## src/rtl/pc_sequencer_if.sv

```systemverilog
// Bus between the fetch/jump side and the pc sequencer.
//   fetch_ready, jump_valid, jump_opcode, jump_target, jump_pc, jump_rd : requests into the sequencer
//   pc, fetch_valid, jump_ready          : fetch address and handshake flags
//   link_we, link_addr, link_data        : register-file link write
//   fault, illegal, jump_count           : status
interface pc_sequencer_if;
    logic        fetch_ready;
    logic        jump_valid;
    logic [5:0]  jump_opcode;
    logic [31:0] jump_target;
    logic [31:0] jump_pc;
    logic [4:0]  jump_rd;

    logic [31:0] pc;
    logic        fetch_valid;
    logic        jump_ready;
    logic        link_we;
    logic [4:0]  link_addr;
    logic [31:0] link_data;
    logic        fault;
    logic        illegal;
    logic [15:0] jump_count;

    // Request side (fetch memory plus jump ALU).
    modport master (
        output fetch_ready, jump_valid, jump_opcode, jump_target, jump_pc, jump_rd,
        input  pc, fetch_valid, jump_ready, link_we, link_addr, link_data,
               fault, illegal, jump_count
    );

    // Sequencer side.
    modport slave (
        input  fetch_ready, jump_valid, jump_opcode, jump_target, jump_pc, jump_rd,
        output pc, fetch_valid, jump_ready, link_we, link_addr, link_data,
               fault, illegal, jump_count
    );
endinterface

```

## src/rtl/pc_sequencer.sv

```systemverilog
// Program-counter sequencer: sequential fetch, jump redirects with link writes,
// sticky fault on misaligned targets.
//   clk, rst_n : clock and synchronous active-low reset
//   bus        : pc_sequencer_if.slave (requests in, pc/link/status out, all registered)
module pc_sequencer #(
    parameter logic [31:0] RESET_PC = 32'h0040_0000
) (
    input logic           clk,
    input logic           rst_n,
    pc_sequencer_if.slave bus
);

    localparam logic [5:0] OP_J    = 6'b000010;
    localparam logic [5:0] OP_JAL  = 6'b000011;
    localparam logic [5:0] OP_JR   = 6'b001000;
    localparam logic [5:0] OP_JALR = 6'b001001;
    localparam logic [4:0] RA_REG  = 5'd31;

    typedef enum logic [1:0] {
        IDLE     = 2'd0,
        FETCH    = 2'd1,
        REDIRECT = 2'd2,
        FAULT    = 2'd3
    } state_t;

    state_t state;

    logic        accept_c;
    logic        is_jump_c;
    logic        aligned_c;
    logic        link_en_c;
    logic [4:0]  link_dst_c;

    // Request decode; jump_ready is only high in FETCH so accept implies FETCH.
    always_comb begin
        accept_c   = bus.jump_valid && bus.jump_ready;
        is_jump_c  = (bus.jump_opcode == OP_J)  || (bus.jump_opcode == OP_JAL) ||
                     (bus.jump_opcode == OP_JR) || (bus.jump_opcode == OP_JALR);
        aligned_c  = (bus.jump_target[1:0] == 2'b00);
        link_en_c  = 1'b0;
        link_dst_c = 5'd0;
        if (bus.jump_opcode == OP_JAL) begin
            link_en_c  = 1'b1;
            link_dst_c = RA_REG;
        end else if (bus.jump_opcode == OP_JALR) begin
            link_en_c  = (bus.jump_rd != 5'd0);
            link_dst_c = bus.jump_rd;
        end
    end

    // State, pc and all registered outputs.
    always_ff @(posedge clk) begin
        if (!rst_n) begin
            state           <= IDLE;
            bus.pc          <= RESET_PC;
            bus.fetch_valid <= 1'b0;
            bus.jump_ready  <= 1'b0;
            bus.link_we     <= 1'b0;
            bus.link_addr   <= 5'd0;
            bus.link_data   <= 32'd0;
            bus.fault       <= 1'b0;
            bus.illegal     <= 1'b0;
            bus.jump_count  <= 16'd0;
        end else begin
            // Link write and illegal are single-cycle pulses.
            bus.link_we   <= 1'b0;
            bus.link_addr <= 5'd0;
            bus.link_data <= 32'd0;
            bus.illegal   <= 1'b0;
            case (state)
                IDLE: begin
                    state           <= FETCH;
                    bus.fetch_valid <= 1'b1;
                    bus.jump_ready  <= 1'b1;
                end
                FETCH: begin
                    if (accept_c && !is_jump_c) begin
                        bus.illegal <= 1'b1;
                        if (bus.fetch_ready) begin
                            bus.pc <= bus.pc + 32'd4;
                        end
                    end else if (accept_c && !aligned_c) begin
                        state           <= FAULT;
                        bus.fault       <= 1'b1;
                        bus.fetch_valid <= 1'b0;
                        bus.jump_ready  <= 1'b0;
                    end else if (accept_c) begin
                        // Redirect beats a simultaneous sequential advance.
                        state           <= REDIRECT;
                        bus.pc          <= bus.jump_target;
                        bus.fetch_valid <= 1'b0;
                        bus.jump_ready  <= 1'b0;
                        bus.jump_count  <= bus.jump_count + 16'd1;
                        if (link_en_c) begin
                            bus.link_we   <= 1'b1;
                            bus.link_addr <= link_dst_c;
                            bus.link_data <= bus.jump_pc + 32'd8;
                        end
                    end else if (bus.fetch_ready) begin
                        bus.pc <= bus.pc + 32'd4;
                    end
                end
                REDIRECT: begin
                    state           <= FETCH;
                    bus.fetch_valid <= 1'b1;
                    bus.jump_ready  <= 1'b1;
                end
                FAULT: begin
                    // Terminal until reset; everything holds.
                    state <= FAULT;
                end
                default: begin
                    state           <= IDLE;
                    bus.fetch_valid <= 1'b0;
                    bus.jump_ready  <= 1'b0;
                end
            endcase
        end
    end

endmodule

```

## src/flat_wrapper.sv

```systemverilog
// flat-port wrapper written by rule: the top's interface ports become plain ports
module pc_sequencer_flat 
#(
    parameter logic [31:0] RESET_PC = 32'h0040_0000
)
  (clk, rst_n, bus_fetch_ready, bus_jump_valid, bus_jump_opcode, bus_jump_target, bus_jump_pc, bus_jump_rd, bus_pc, bus_fetch_valid, bus_jump_ready, bus_link_we, bus_link_addr, bus_link_data, bus_fault, bus_illegal, bus_jump_count);
  pc_sequencer_if bus_i ();
  input logic clk;
  input logic rst_n;
  input wire logic [$bits(bus_i.fetch_ready)-1:0] bus_fetch_ready;
  input wire logic [$bits(bus_i.jump_valid)-1:0] bus_jump_valid;
  input wire logic [$bits(bus_i.jump_opcode)-1:0] bus_jump_opcode;
  input wire logic [$bits(bus_i.jump_target)-1:0] bus_jump_target;
  input wire logic [$bits(bus_i.jump_pc)-1:0] bus_jump_pc;
  input wire logic [$bits(bus_i.jump_rd)-1:0] bus_jump_rd;
  output wire logic [$bits(bus_i.pc)-1:0] bus_pc;
  output wire logic [$bits(bus_i.fetch_valid)-1:0] bus_fetch_valid;
  output wire logic [$bits(bus_i.jump_ready)-1:0] bus_jump_ready;
  output wire logic [$bits(bus_i.link_we)-1:0] bus_link_we;
  output wire logic [$bits(bus_i.link_addr)-1:0] bus_link_addr;
  output wire logic [$bits(bus_i.link_data)-1:0] bus_link_data;
  output wire logic [$bits(bus_i.fault)-1:0] bus_fault;
  output wire logic [$bits(bus_i.illegal)-1:0] bus_illegal;
  output wire logic [$bits(bus_i.jump_count)-1:0] bus_jump_count;
  assign bus_i.fetch_ready = bus_fetch_ready;
  assign bus_i.jump_valid = bus_jump_valid;
  assign bus_i.jump_opcode = bus_jump_opcode;
  assign bus_i.jump_target = bus_jump_target;
  assign bus_i.jump_pc = bus_jump_pc;
  assign bus_i.jump_rd = bus_jump_rd;
  assign bus_pc = bus_i.pc;
  assign bus_fetch_valid = bus_i.fetch_valid;
  assign bus_jump_ready = bus_i.jump_ready;
  assign bus_link_we = bus_i.link_we;
  assign bus_link_addr = bus_i.link_addr;
  assign bus_link_data = bus_i.link_data;
  assign bus_fault = bus_i.fault;
  assign bus_illegal = bus_i.illegal;
  assign bus_jump_count = bus_i.jump_count;
  pc_sequencer #(.RESET_PC(RESET_PC)) u_core (.clk(clk), .rst_n(rst_n), .bus(bus_i));
endmodule
```

## config.mk

```make
export PLATFORM = sky130hd
export DESIGN_NAME = pc_sequencer_flat
export DESIGN_NICKNAME = d
export VERILOG_FILES = /design/src/rtl/pc_sequencer_if.sv /design/src/rtl/pc_sequencer.sv /design/src/flat_wrapper.sv
export SDC_FILE = /design/constraint.sdc
export NUM_CORES = 1
export LEC_CHECK = 0
export ABC_AREA = 1
export CORE_UTILIZATION = 42
export CTS_CLUSTER_DIAMETER = 80
export DETAILED_ROUTE_END_ITERATION = 8
export HOLD_SLACK_MARGIN = 0.03
export MAX_ROUTING_LAYER = met4
export PLACE_DENSITY = 0.75
export SETUP_SLACK_MARGIN = 0.3
export SLEW_MARGIN = 20
export SYNTH_ARGS = -nofsm -noshare
export SYNTH_HDL_FRONTEND = slang
export SYNTH_SLANG_ARGS = --single-unit
```

## constraint.sdc

```tcl
create_clock -name clk -period 1.5 [get_ports clk]
set_input_delay 0.3 -clock clk [delete_from_list [all_inputs] [get_ports clk]]
set_output_delay 0.3 -clock clk [all_outputs]
set_load 0.1 [all_outputs]
```

==> results.md, run 1 <==
- Post-synth EDFFs: 0
- Simple-Gate Fraction of Synth Area: 43.8%
- Largest family of logic cells by synthesized area: simple AND/OR/NAND/NOR gates
- FFs w/ async S/R, synth: 0%
- Clk sink count: 91
- Row cnt: 39
- Area of the mapped netlist: 5090 um^2
- H-tree depth: 3
- Ys Warns: 0
- Sequential fraction of the synthesis area: 35.8%
- # IOs: 169
- Type of pin the worst path ends at: register data pin
- Primary FF master, synth: dfxtp_1
- Synth Area in XOR/XNOR: a little under 3%
- Post-detail-place hpwl: 12800 um
- Share of synthesized area spent on multiplexers: 0%
- Root Buffer: clkbuf_16
- I/O Buffers: 168
- Err: [ERROR DPL-0038] Utilization greater than 100%, impossible to legalize
- Cells after Synth: 801
- Synth Area in Adders: 0.737%
- CTS buffer count: 9
- Outcome: did not finish
- Failed at: 5_1_grt
- Die Ht: about 110 um
- Mean Syn Cell Area: 6.35 um^2
- Chip width: 112 um
- Initial core utilization: 43.8%
- Clock Path Buffers: 2
- Largest net degree at the start of global routing: 28
- Synth Register Bits: 91
- Compound-Gate Fraction of Synth Area: 8.16%
- Distinct cells, synth: 36
- Post-Syn Nets: 883
- Routability cong.: 0.892
- Placed Cells incl. Taps: 1182
- Worst EP post-GRT repair: u_core.bus.pc[24]$_SDFFE_PN0P_/D
## synthesized netlist by cell type, types with 4 or more instances
cell	instances	area share [%]
xor2_1	13	2.2
clkbuf_1	5	0.37
inv_2	4	0.29
a21oi_1	51	5.0
nor3_2	4	0.79
nor2_1	157	12
buf_2	10	0.98
nor3_1	17	1.7
nor2_2	4	0.49
nor3b_1	5	0.74
dfxtp_1	91	36
nand2_2	6	0.74
nand4_1	16	2.0
or2_2	4	0.49
xnor2_1	4	0.69
nand3b_1	9	1.3
o21ai_0	20	2.0
nand3_1	57	5.6
inv_1	80	5.9
nand2_1	217	16
## cells by family after synthesis
kind of cell,Yosys count
adders and majority gates,3
xor gates and xnor gates,17
DFF,91
buffers and inverters,105
and+or+nand+nor,506
AOI/OAI and AO/OA,79
## what timing repair did
action	in CTS
pin swaps	73
hold buffers	0
cloned	16
buffers inserted	84
endpoints found under the setup margin	143
gates resized for setup	229
## through the flow
stage / instance area, um^2 / util (%) / setup TNS, ns / worst slack [ns] / hold slack, ns
2_1_floorplan: 5730 / - / -1.49 / -0.137 / 0.365
3_3_place_gp: 9080 / 78.2 / -38.47 / -0.568 / 0.445
3_5_place_dp: 9080 / 78.2 / -43.85 / -0.630 / 0.455
4_1_cts: 11000 / 94.5 / 0 / 0.0131 / 0.242
==> run 2, diff against run 1 <==
--- a/config.mk
+++ b/config.mk
@@ -6,13 +6,9 @@
 export NUM_CORES = 1
 export LEC_CHECK = 0
 export ABC_AREA = 1
-export CORE_UTILIZATION = 42
-export CTS_CLUSTER_DIAMETER = 80
+export CORE_UTILIZATION = 40
 export DETAILED_ROUTE_END_ITERATION = 8
-export HOLD_SLACK_MARGIN = 0.03
-export MAX_ROUTING_LAYER = met4
-export PLACE_DENSITY = 0.75
-export SETUP_SLACK_MARGIN = 0.3
+export PLACE_DENSITY_LB_ADDON = 0.15
 export SLEW_MARGIN = 20
 export SYNTH_ARGS = -nofsm -noshare
 export SYNTH_HDL_FRONTEND = slang
==> constraint.sdc (replaced) <==
create_clock -name clk -period 2 [get_ports clk]
set_input_delay 0.4 -clock clk [delete_from_list [all_inputs] [get_ports clk]]
set_output_delay 0.4 -clock clk [all_outputs]
set_load 0.1 [all_outputs]
==> run 2 against run 1 <==
Net effect:
- synthesized cell count did not move
- the run now ends clean
- area after synthesis is the same
==> results.md, run 2 <==
- Ys Warns: 0
- # IOs: 169
- Max Slew Vio Count: 0
- Initial antenna violation count: 0
- CP max stage cell: clkdlybuf4s50_1
- Most frequent cell after synthesis: nand2_1
- Setup CP Type: primary input to flop
- Cells after Synth: 801
- Sequential fraction of the synthesis area: between 30% and 40%
- Slowest stage delay, CP: 0.49 ns
- Fin. Hold Viols: 0
- Vias in the first global route: 5141
- Worst-Margin Slew: 0.403 ns
- Outcome: complete, no violations
- Routability cong.: between 0.8 and 0.9
- Commonest cells post-synth: nand2_1, nor2_1, dfxtp_1
- FF/Latch Area: 1860 um^2
- Post-synth EDFFs: 0
- Synth top area cells: dfxtp_1, nand2_1, nor2_1
- Top achievable clock speed: 536 MHz
- Most frequent cells in the layout: nand2_1, nor2_1, buf_4, inv_1, clkdlybuf4s50_1
- First-pass GRT wire length: 23800 um
- Clock Skew: 0.00653 ns
- H-tree depth: 3
- Clk Latency, worst-skew pair: 0.34 ns
- CTS tree: built
- Post-synth top area share: 35.8%
- Leak: 3.52 nW
- Commonest non-fill, non-tap cell in the layout: nand2_1
- Setup TNS: 0 ns
- Largest net degree at the start of global routing: 32
- Worst path cell trace: clkdlybuf4s50_1, ha_1, nand2_1, nor2_2, nand4_1, nor2_2, nand3_1, inv_2, nand3_1, nand2_1, nor2_1
- Compound-Gate Fraction of Synth Area: 8.16%
- Crit share post-route: 93.2%
- Share of synthesized area spent on multiplexers: 0%
- Area of the mapped netlist: about 5100 um^2
- RSZ-0062 raised after global routing: yes
- Synth Area in Adders: less than 1%
- Die Footprint: ~13000 um^2
- Core area: roughly 12000 um^2
- Remaining DRCs: 0
- Max_slew headroom: around three quarters
- Root Buffer: clkbuf_16
- Biggest regs: u_core.bus.link_data (32), u_core.bus.pc (32), u_core.bus.jump_count (16)
- Drt wl/cell: 11.8 um
- DR iter-0 viols: 312
- Antenna cells: 0
- Worst Path Arrival: 2.10 ns
- Simple-Gate Fraction of Synth Area: 43.8%
- Critical path startpoint category: primary input
- Post-Syn Nets: 883
- Layout cells sized above 1: a little under a quarter
- Final Util: 63.4%
- Largest family of logic cells by synthesized area: simple AND/OR/NAND/NOR gates
- Layout area overhead: 52.0%
- CTS buffer count: 9
- Synth Area in XOR/XNOR: 2.93%
- Via Count: 5624
- Grt ovf: 0
- Filler cells: 1183
- Routed Antenna Nets: 0
- Initial core utilization: 41.7%
- Mean Syn Cell Area: 6.35 um^2
- Required time worst endpoint: 2.23 ns
- Chip width: 115 um
- Clock Path Buffers: 2
- Routed Wire Length: 14300 um
- Cell taking the most area after synthesis: dfxtp_1
- Synth Register Bits: a little over 90
- Multi-input logic area: 2830 um^2
- Vias per cell: 4.65
- FFs w/ async S/R, synth: 0%
- Die Ht: 115 um
- Distinct cells, synth: 36
- Clk sink count: 91
- Post-detail-place hpwl: 11100 um
- Max-Cap Viols: 0
- Min-delay worst type: flop to flop
- Pwr dens: 538 nW/um^2
- Worst-path fanout max: 4
- CP Capture Type: flop
- Final nets: about 1100
- Finish-stage setup viols: 0
- Crit path time final: 1.86 ns
- Row cnt: 40
- VDD IR max: 0.320 mV
- Router iterations before antenna repair: 5
- I/O Buffers: 168
- Total GRT Usage: 22.9%
- Primary FF master, synth: dfxtp_1
- Hold_buf cts: 0
- Worst-path clk slew: approximately 0.06 ns
run 2: cell counts after synthesis:
Identical to the previous run, type by type.
run 2: logic make-up (layout without fill, tap and decap cells):
logic type,count (synthesis),in the layout
AOI/OAI and AO/OA,79,79
xor gates and xnor gates,17,17
adders and majority gates,3,3
buffers and inverters,105,345
DFF,91,91
and+or+nand+nor,506,506
run 2: timing repair:
item	CTS	global route
gates resized for setup	0	2
setup buffers	0	2
endpoints found under the setup margin	0	5
run 2: routing by layer:
layer	share of wire [%]	GRT usage, %	up-vias	wire length (um)
li1	-	-	3020	-
met1	46	29.0	2457	6550
met2	48	38.9	128	6790
met3	4.4	3.80	19	627
met4	2.0	9.09	0	285
met5	0	0	-	0
run 2: worst paths after layout:
path,startpoint,end,slack (ns),depth (start not counted)
hold reg to reg,u_core.bus.pc[0],u_core.bus.pc[0],0.45,2
setup reg to reg,u_core.bus.pc[2],u_core.bus.pc[28],0.32,11
hold / removal,u_core.bus.pc[0],u_core.bus.pc[0],0.45,2
setup / recovery,bus_jump_pc[3],u_core.bus.link_data[31],0.14,11
run 2: worst max-delay path, delay by kind of cell:
family	cells	cell delay [ns]
adders and majority gates	1	0.18
buffers and inverters	2	0.58
and+or+nand+nor	8	0.95
run 2: cell type report:
type | count | area share, %
Inverter | 85 | 4.12
Clock inverter | 2 | 0.453
Multi-Input combinational cell | 605 | 36.6
Tap cell | 168 | 2.72
Timing Repair Buffer | 246 | 28.7
Clock buffer | 12 | 3.44
Sequential cell | 91 | 24.0
run 2: power breakdown:
part / total [mW] / switching, mW / internal [mW] / leakage [nW]
combinational: 0.578 / 0.307 / 0.271 / 2.62
sequential: 1.85 / 0.0215 / 1.83 / 0.748
clock: 1.74 / 0.684 / 1.05 / 0.151
total: 4.17 / 1.01 / 3.15 / 3.52
run 2: metrics by stage:
step | cells | area [um^2] | total power, mW | hold WS [ns] | setup slack [ns]
floorplan | 801 | 5130 | 2.17 | 0.425 | 0.0246
global placement | 1193 | 7420 | 2.46 | 0.431 | -0.200
detailed placement | 1193 | 7420 | 2.47 | 0.431 | -0.273
CTS | 1207 | 7720 | 4.21 | 0.441 | 0.0824
global route | 1209 | 7740 | 4.34 | 0.465 | -0.0331
finish | 1209 | 7740 | 4.17 | 0.445 | 0.135
(Power assumes the default switching activity.)
==> run 3, diff against run 2 <==
--- a/config.mk
+++ b/config.mk
@@ -9,7 +9,7 @@
 export CORE_UTILIZATION = 40
 export DETAILED_ROUTE_END_ITERATION = 8
 export PLACE_DENSITY_LB_ADDON = 0.15
-export SLEW_MARGIN = 20
+export SLEW_MARGIN = 10
 export SYNTH_ARGS = -nofsm -noshare
 export SYNTH_HDL_FRONTEND = slang
 export SYNTH_SLANG_ARGS = --single-unit
==> results of run 3 <==
Same layout as run 2: the final DEF is identical, and so are final timing and power.
